**config.mk**
```make
export PLATFORM = sky130hd
export DESIGN_NAME = reg_share_arbiter
export DESIGN_NICKNAME = d
export VERILOG_FILES = /design/src/rtl/reg_share_arbiter.sv
export SDC_FILE = /design/constraint.sdc
export NUM_CORES = 1
export LEC_CHECK = 0
export CAP_MARGIN = 25
export CORE_AREA = 2 2 48 50
export CTS_BUF_LIST = sky130_fd_sc_hd__clkbuf_8
export CTS_CLUSTER_SIZE = 25
export DETAILED_ROUTE_END_ITERATION = 6
export DIE_AREA = 0 0 50 52
export PLACE_DENSITY_LB_ADDON = 0.25
export SYNTH_ARGS = -nofsm -noshare
export SYNTH_HDL_FRONTEND = slang
export SYNTH_SLANG_ARGS = --single-unit
```
**constraint.sdc**
```tcl
create_clock -name clk -period 1.8 [get_ports clk]
set_input_delay 0.36 -clock clk [delete_from_list [all_inputs] [get_ports clk]]
set_output_delay 0.36 -clock clk [all_outputs]
set_load 0.01 [all_outputs]
```
**src/rtl/reg_share_arbiter.sv**
```systemverilog
// reg_share_arbiter: round-robin arbiter that lets N requesters share one
// W-bit loadable register. A winner is chosen in IDLE. Its data and index
// are registered. The following GRANT cycle drives a one-cycle write strobe
// and a one-hot acknowledge.
// Optional feature macro: ARB_LOCK_EN. When it is defined, a winner that
// has its lock bit high keeps top priority for the next arbitration.
module reg_share_arbiter #(
    parameter int N = 4,
    parameter int W = 4
) (
    input  logic                 clk,
    input  logic                 reset_n,
    input  logic [N-1:0]         req,
    input  logic [N*W-1:0]       req_data,
    input  logic [N-1:0]         lock,
    output logic [N-1:0]         ack,
    output logic                 reg_load,
    output logic [W-1:0]         reg_d,
    output logic [$clog2(N)-1:0] owner
);

    localparam int            OW  = $clog2(N);
    localparam int            OW1 = OW + 1;
    localparam logic [OW:0]   N_L = OW1'(N);

    typedef enum logic {
        IDLE  = 1'b0,
        GRANT = 1'b1
    } state_e;

    state_e          state_q, state_d;
    logic [OW-1:0]   ptr_q, ptr_d;
    logic [OW-1:0]   owner_q, owner_d;
    logic [N-1:0]    ack_q, ack_d;
    logic            load_q, load_d;
    logic [W-1:0]    data_q, data_d;

    logic [W-1:0]    data_arr [N];
    logic            found;
    logic [OW-1:0]   winner;
    logic [OW:0]     cand;
    logic [OW:0]     nxt;

    // Unpack the flat request data bus into one word per requester.
    for (genvar g = 0; g < N; g++) begin : g_unpack
        assign data_arr[g] = req_data[g*W +: W];
    end

`ifndef ARB_LOCK_EN
    // The lock hint has no effect in the plain round-robin build.
    logic lock_unused;
    assign lock_unused = ^lock;
`endif

    // Round-robin search: the first requester at or after ptr, with wrap, wins.
    always_comb begin
        found  = 1'b0;
        winner = '0;
        cand   = '0;
        for (int k = 0; k < N; k++) begin
            cand = {1'b0, ptr_q} + OW1'(k);
            if (cand >= N_L) begin
                cand = cand - N_L;
            end
            if (!found && req[cand[OW-1:0]]) begin
                found  = 1'b1;
                winner = cand[OW-1:0];
            end
        end
    end

    // Next-state logic: IDLE registers a winner, and GRANT always lasts one cycle.
    always_comb begin
        state_d = state_q;
        ptr_d   = ptr_q;
        owner_d = owner_q;
        data_d  = data_q;
        ack_d   = '0;
        load_d  = 1'b0;
        nxt     = {1'b0, winner} + OW1'(1);
        case (state_q)
            IDLE: begin
                if (found) begin
                    state_d        = GRANT;
                    ack_d[winner]  = 1'b1;
                    load_d         = 1'b1;
                    data_d         = data_arr[winner];
                    owner_d        = winner;
                    ptr_d          = (nxt == N_L) ? '0 : nxt[OW-1:0];
`ifdef ARB_LOCK_EN
                    // A locking winner stays at the head of the search order.
                    if (lock[winner]) begin
                        ptr_d = winner;
                    end
`endif
                end
            end
            GRANT: begin
                state_d = IDLE;
            end
            default: begin
                state_d = IDLE;
            end
        endcase
    end

    // State and output registers. The asynchronous reset clears every
    // register, so an interrupted grant never completes a partial write.
    always_ff @(posedge clk or negedge reset_n) begin
        if (!reset_n) begin
            state_q <= IDLE;
            ptr_q   <= '0;
            owner_q <= '0;
            ack_q   <= '0;
            load_q  <= 1'b0;
            data_q  <= '0;
        end else begin
            state_q <= state_d;
            ptr_q   <= ptr_d;
            owner_q <= owner_d;
            ack_q   <= ack_d;
            load_q  <= load_d;
            data_q  <= data_d;
        end
    end

    assign ack      = ack_q;
    assign reg_load = load_q;
    assign reg_d    = data_q;
    assign owner    = owner_q;

endmodule
```
# After elaboration in Yosys (flattened, before gate mapping)
# Cells that the tools add are included.
# Widths: inputs -> output; s select.
word_totals:
  word_cells: 67
  input_bits: 26
  output_inout_bits: 11
  ff_bits: 14
classes:
  muxes: 31
  add_sub_neg: 8
  reduce_logical: 8
  n_eq_ne: 1
  magnitude_cmp: 11
  bitwise: 2
op_table:
  columns: ["op", "count"]
  rows:
  - ["$mux 2", 9]
  - ["$mux 4", 4]
  - ["$lt 2x3->1 const B", 5]
  - ["$ge 3x3->1 const B", 4]
  - ["$mux 1", 11]
  - ["$bmux 1 s2", 4]
  - ["$bmux 4 s2", 1]
  - ["$sub 2x1->2 const B", 4]
  - ["$add 2x1->3 const B", 2]
  - ["$add 2x2->3 const B", 2]
  - ["$logic_and 1x1->1", 4]
  - ["$eq 3x3->1 const B", 1]
  - ["$ge 2x3->1 const B", 1]
  - ["$logic_not 1->1", 3]
  - ["$not 2->3", 1]
  - ["$demux 1 s2", 1]
  - ["$ge 2x1->1 const B", 1]
  - ["$pmux 1 s2", 1]
  - ["$reduce_and 2->1", 1]
  - ["$not 1->1", 1]

# Longest topological paths before layout
depth:
  ltp_word: 20
  ltp_mapped: 6
  ltp_nobuf: 6

# Worst setup path after synthesis
# No wires, ideal clock.
synth_timing:
  kind: "flip-flop to flip-flop"
  startpoint: "register ptr_q[1]"
  endpoint: "register ptr_q[1]"
  path_buffers: 0
  path_slack_ns: 0.094
  arrival_ns: 1.589
  path_stages_with_launch: 7
  setup_ns: 0.117
  period_less_slack_ns: 1.706
  t_required_ns: 1.683
  cell_sequence: "dfrtp_1 or2b_2 a21oi_1 nor3_4 ha_1 nand2_1 nand2_1"
synth_via:
  elab_chain_cells: 17
  elab_cells_between_ends: 41
  classes_between: "8 x add/sub; 4 x order compare; 1 x eq/ne; 21 x mux; 7 x reduce/logical"
synth_lines:
  columns: ["item", "line_no", "rtl"]
  rows:
  - ["from (decl)", "32", "logic [OW-1:0] ptr_q, ptr_d;"]
  - ["from (signal assigned)", "119", "ptr_q <= ptr_d;"]
  - ["parallel branches: the longest is 17 deep, another holds $add 2x1->3", null, null]
# Parallel ways; which one is timed is not known. The select of a mux whose other input is x is not followed.
# A chain may end at the register's enable or synchronous reset.

# Worst setup path after layout
layout_timing:
  startpoint: "input req[1]"
  endpoint: "register ptr_q[1]"
layout_via:
  elab_chain_cells: 15
  elab_cells_between_ends: 26
  classes_between: "1 x add/sub; 1 x eq/ne; 17 x mux; 7 x reduce/logical"
layout_lines:
  columns: ["item", "line_no", "rtl"]
  rows:
  - ["from (decl)", "13", "input logic [N-1:0] req,"]
  - ["$bmux 1 s2", "65", "if (!found && req[cand[OW-1:0]]) begin"]
  - ["$mux 1 (implied by the code)", "65", null]
  - ["$mux 1", "65", null]
  - ["$logic_not 1->1", "65", null]
  - ["$logic_and 1x1->1", "65", null]
  - ["$mux 1", "65", null]
  - ["$logic_not 1->1", "65", null]
  - ["$logic_and 1x1->1", "65", null]
  - ["$mux 1", "65", null]
  - ["$logic_not 1->1", "65", null]
  - ["$logic_and 1x1->1", "65", null]
  - ["$mux 2", "65", null]
  - ["$add 2x1->3", "80", "nxt = {1'b0, winner} + OW1'(1);"]
  - ["$eq 3x3->1", "89", "ptr_d = (nxt == N_L) ? '0 : nxt[OW-1:0];"]
  - ["$mux 2", "89", null]
# Parallel ways exist; a longest one is shown, timed or not. The select of a mux whose other input is x is not followed.

==> results.cfg <==
[placed_design]
gp_congestion = 0.705
dp_worst_setup_slack_ps = -322
portBuffers = 32
dpl.hpwl_um = 1350

[outcome]
status = finished clean

[worst_setup_path]
arrival_ps = 1830
rrSetupSlack_ps = 150
crit_required_ps = 1920
critPathMaxStageDelay_ps = 540
cp_num_buf_inv = 1
crit_path_start_kind = input port
cp_max_fo = 4
cp_slowest_cell = clkdlybuf4s50_1
cp_common_cell = nand2_1
cp-end-kind = register
cp_top_family = buffers and inverters
crit_chain = clkdlybuf4s50_1 -> nor3b_1 -> a211oi_2 -> nor2_1 -> ha_1 -> nand2_1 -> nand2_1
critPathKind = input port to register

[sta]
skew_ps = 5.71
tightest_slew_ps = 541
max_slew_margin_pct = 63.8
setup_viol = 0
fin_ws_ps = 90.7
finalCritPeriodShare_pct = 95.0
min_period_ps = 1710
maxSlewViolCount = 0
fmax_mhz = 585
final-hold-violation-count = 0

[yosys]
synth_top_family_by_area = simple AND/OR/NAND/NOR gates
synth_area_um2 = 721
synth-compound-area-share_pct = 21.9
ys_seq_elements = 13
yosys_warnings = 0
synth.avg_cell_area_um2 = 10.2
synthMuxAreaShare_pct = 5.56
yosysSeqAreaShare_pct = 45.1
synth-xor-area-share_pct = 0
synthSimpleGateAreaFrac_pct = 25.2
syn_nets = 98
netlist_instances = 71
synthAdderAreaFrac_pct = 1.74
synth_cell_types = 24

[floorplan]
rows = 17
dieArea_um2 = 2600
core_um2 = 2110
die_y_um = 52
start_util_pct = 34.2
die_x_um = 50
ios = 37

[global_routing]
antenna_found_initial = 0
grt_pass1_wl_um = 2770
grt_max_degree = 14
grt_pass1_vias = 669
gr-total-overflow = 0
grt_use_total_pct = 14.6

[drt]
routed_wl_um = 1630
drc = 0
routed-wl-met2_um = 853
wl_met1_um = 681
topRoutingLayerUsed = met4
wl_met3_um = 78
antenna_left = 0
vias_per_cell = 4.77
first_pass_iters = 2
num_vias = 687
routedWlPerCell_um = 11.3
drt_iter0_drc = 7

[power]
power_density_nw_per_um2 = 1230
irDropWorstVdd_v = 0.000493
p_total_w = 0.00152
p_leak_nw = 0.546

[clocking]
cts_root_buf = clkbuf_8
htree_num_levels = 1
cts_made_buffers = 3
clk_pin_slew_ps = 50
cts.sinks = 13
max-clock-path-buffers = 2
clkLatencyLatePin_ps = 240
tritoncts = built

[final_layout]
drive_above_1_share_pct = 24.1
fill_cells = 166
syn_to_final_growth_pct = 71.0
finish.net_count = 144
antenna_cells = 0
final_core_util_pct = 58.5

[job]
drv_cap = 0

[hold_path]
min_path_type = register to register
-- cell usage after synthesis --
master | count | area (um^2)
nor3_4 | 1 | 16.3
inv_1 | 1 | 3.75
dfrtp_1 | 13 | 325
a21oi_1 | 1 | 5.00
a21o_1 | 3 | 22.5
and4_1 | 4 | 35.0
o211ai_1 | 4 | 30.0
nor3b_1 | 1 | 7.51
nor2_1 | 7 | 26.3
nor3_1 | 1 | 5.00
mux2i_1 | 4 | 40.0
a211oi_1 | 1 | 7.51
ha_1 | 1 | 12.5
nand2_1 | 11 | 41.3
or2b_2 | 1 | 8.76
nand2b_1 | 1 | 6.26
nor2b_4 | 1 | 13.8
o21a_1 | 1 | 7.51
o31a_2 | 4 | 40.0
o21a_4 | 1 | 15.0
or2_2 | 1 | 6.26
and2_1 | 1 | 6.26
o21ai_0 | 6 | 30.0
and2b_2 | 1 | 8.76
-- layout by cell type (no fill, tap or decap), types with 2 or more instances in the layout --
cell type and instances:
nand2_1 11, nor2_1 6, o211ai_1 4, clkbuf_8 3
inv_1 2, clkdlybuf4s50_1 30, and4_1 4, mux2i_1 4
a21o_1 3, dfrtp_1 12, o21ai_1 4, buf_4 8
nor3_4 2, o31a_2 4
-- flip-flops by register name, summed over array words and instances (netlist names) --
signal / count
reg_d: 4
reg_load: 1
ack: 4
ptr_q: 2
owner: 2
-- worst register-to-register path, stage by stage (launching register included) --
cell and delay, ps:
dfrtp_2 450, nor2b_4 150, o21a_4 240, nor3_4 200, buf_12 160, mux2i_1 200
o211ai_1 110
-- final cells by class --
class                      count  area (um^2)  area share, %
sequential                    13          327           26.5
multi-input combinational     57          420           34.1
timing repair buffer          41          402           32.6
clock buffer                   3         41.3           3.35
tap                           28         35.0           2.84
inverter                       1         3.75          0.305
clock inverter                 1         3.75          0.305
-- final timing paths --
path	from	endpoint	depth (start not counted)
worst max-delay path	req[1]	ptr_q[1]	7
worst min-delay path	owner[0]	owner[0]	2
worst max register to register	ptr_q[1]	reg_d[2]	6
worst min register to register	owner[0]	owner[0]	2
max in group asynchronous	reset_n	ptr_q[1]	1
min in group asynchronous	reset_n	owner[0]	1
-- metal layers --
metal,global-route usage (%),vias up
met5,0,-
li1,-,351
met4,9.72,0
met3,1.15,2
met2,25.4,23
met1,17.1,311
-- timing repair --
item / in CTS / in global routing
gates resized for setup: 6 / 9
setup buffers: 0 / 0
pin swaps: 0 / 2
endpoints found under the setup margin: 4 / 5
hold buffers: 0 / 0
-- through the flow --
| stage | hold slack (ps) | cells | cell area, um^2 | setup TNS [ps] |
|---|---|---|---|---|
| floorplan | 64.4 | 71 | 721 | 0 |
| global route | 521 | 144 | 1230 | -0.699 |
| finish | 470 | 144 | 1230 | 0 |
| global placement | 460 | 140 | 1160 | -1970 |
| CTS | 478 | 144 | 1210 | 0 |
| detailed placement | 464 | 140 | 1160 | -2310 |
-- cell families (layout without fill, tap and decap cells) --
| kind of cell | count (synthesis) | after routing |
|---|---|---|
| buf+inv | 1 | 46 |
| simple gates | 31 | 31 |
| compound gates | 21 | 21 |
| flops | 13 | 13 |
| mux | 4 | 4 |
| fa+ha+maj | 1 | 1 |
-- report_power, final --
| part | leakage [nW] | switching (W) | internal (W) | total (W) |
|---|---|---|---|---|
| Clock | 0.0269 | 0.0000919 | 0.000150 | 0.000242 |
| Combinational | 0.358 | 0.000328 | 0.000455 | 0.000783 |
| Sequential | 0.162 | 0.0000866 | 0.000407 | 0.000494 |
| Total | 0.546 | 0.000506 | 0.00101 | 0.00152 |
No activity file was read; power rests on OpenSTA's default activity.
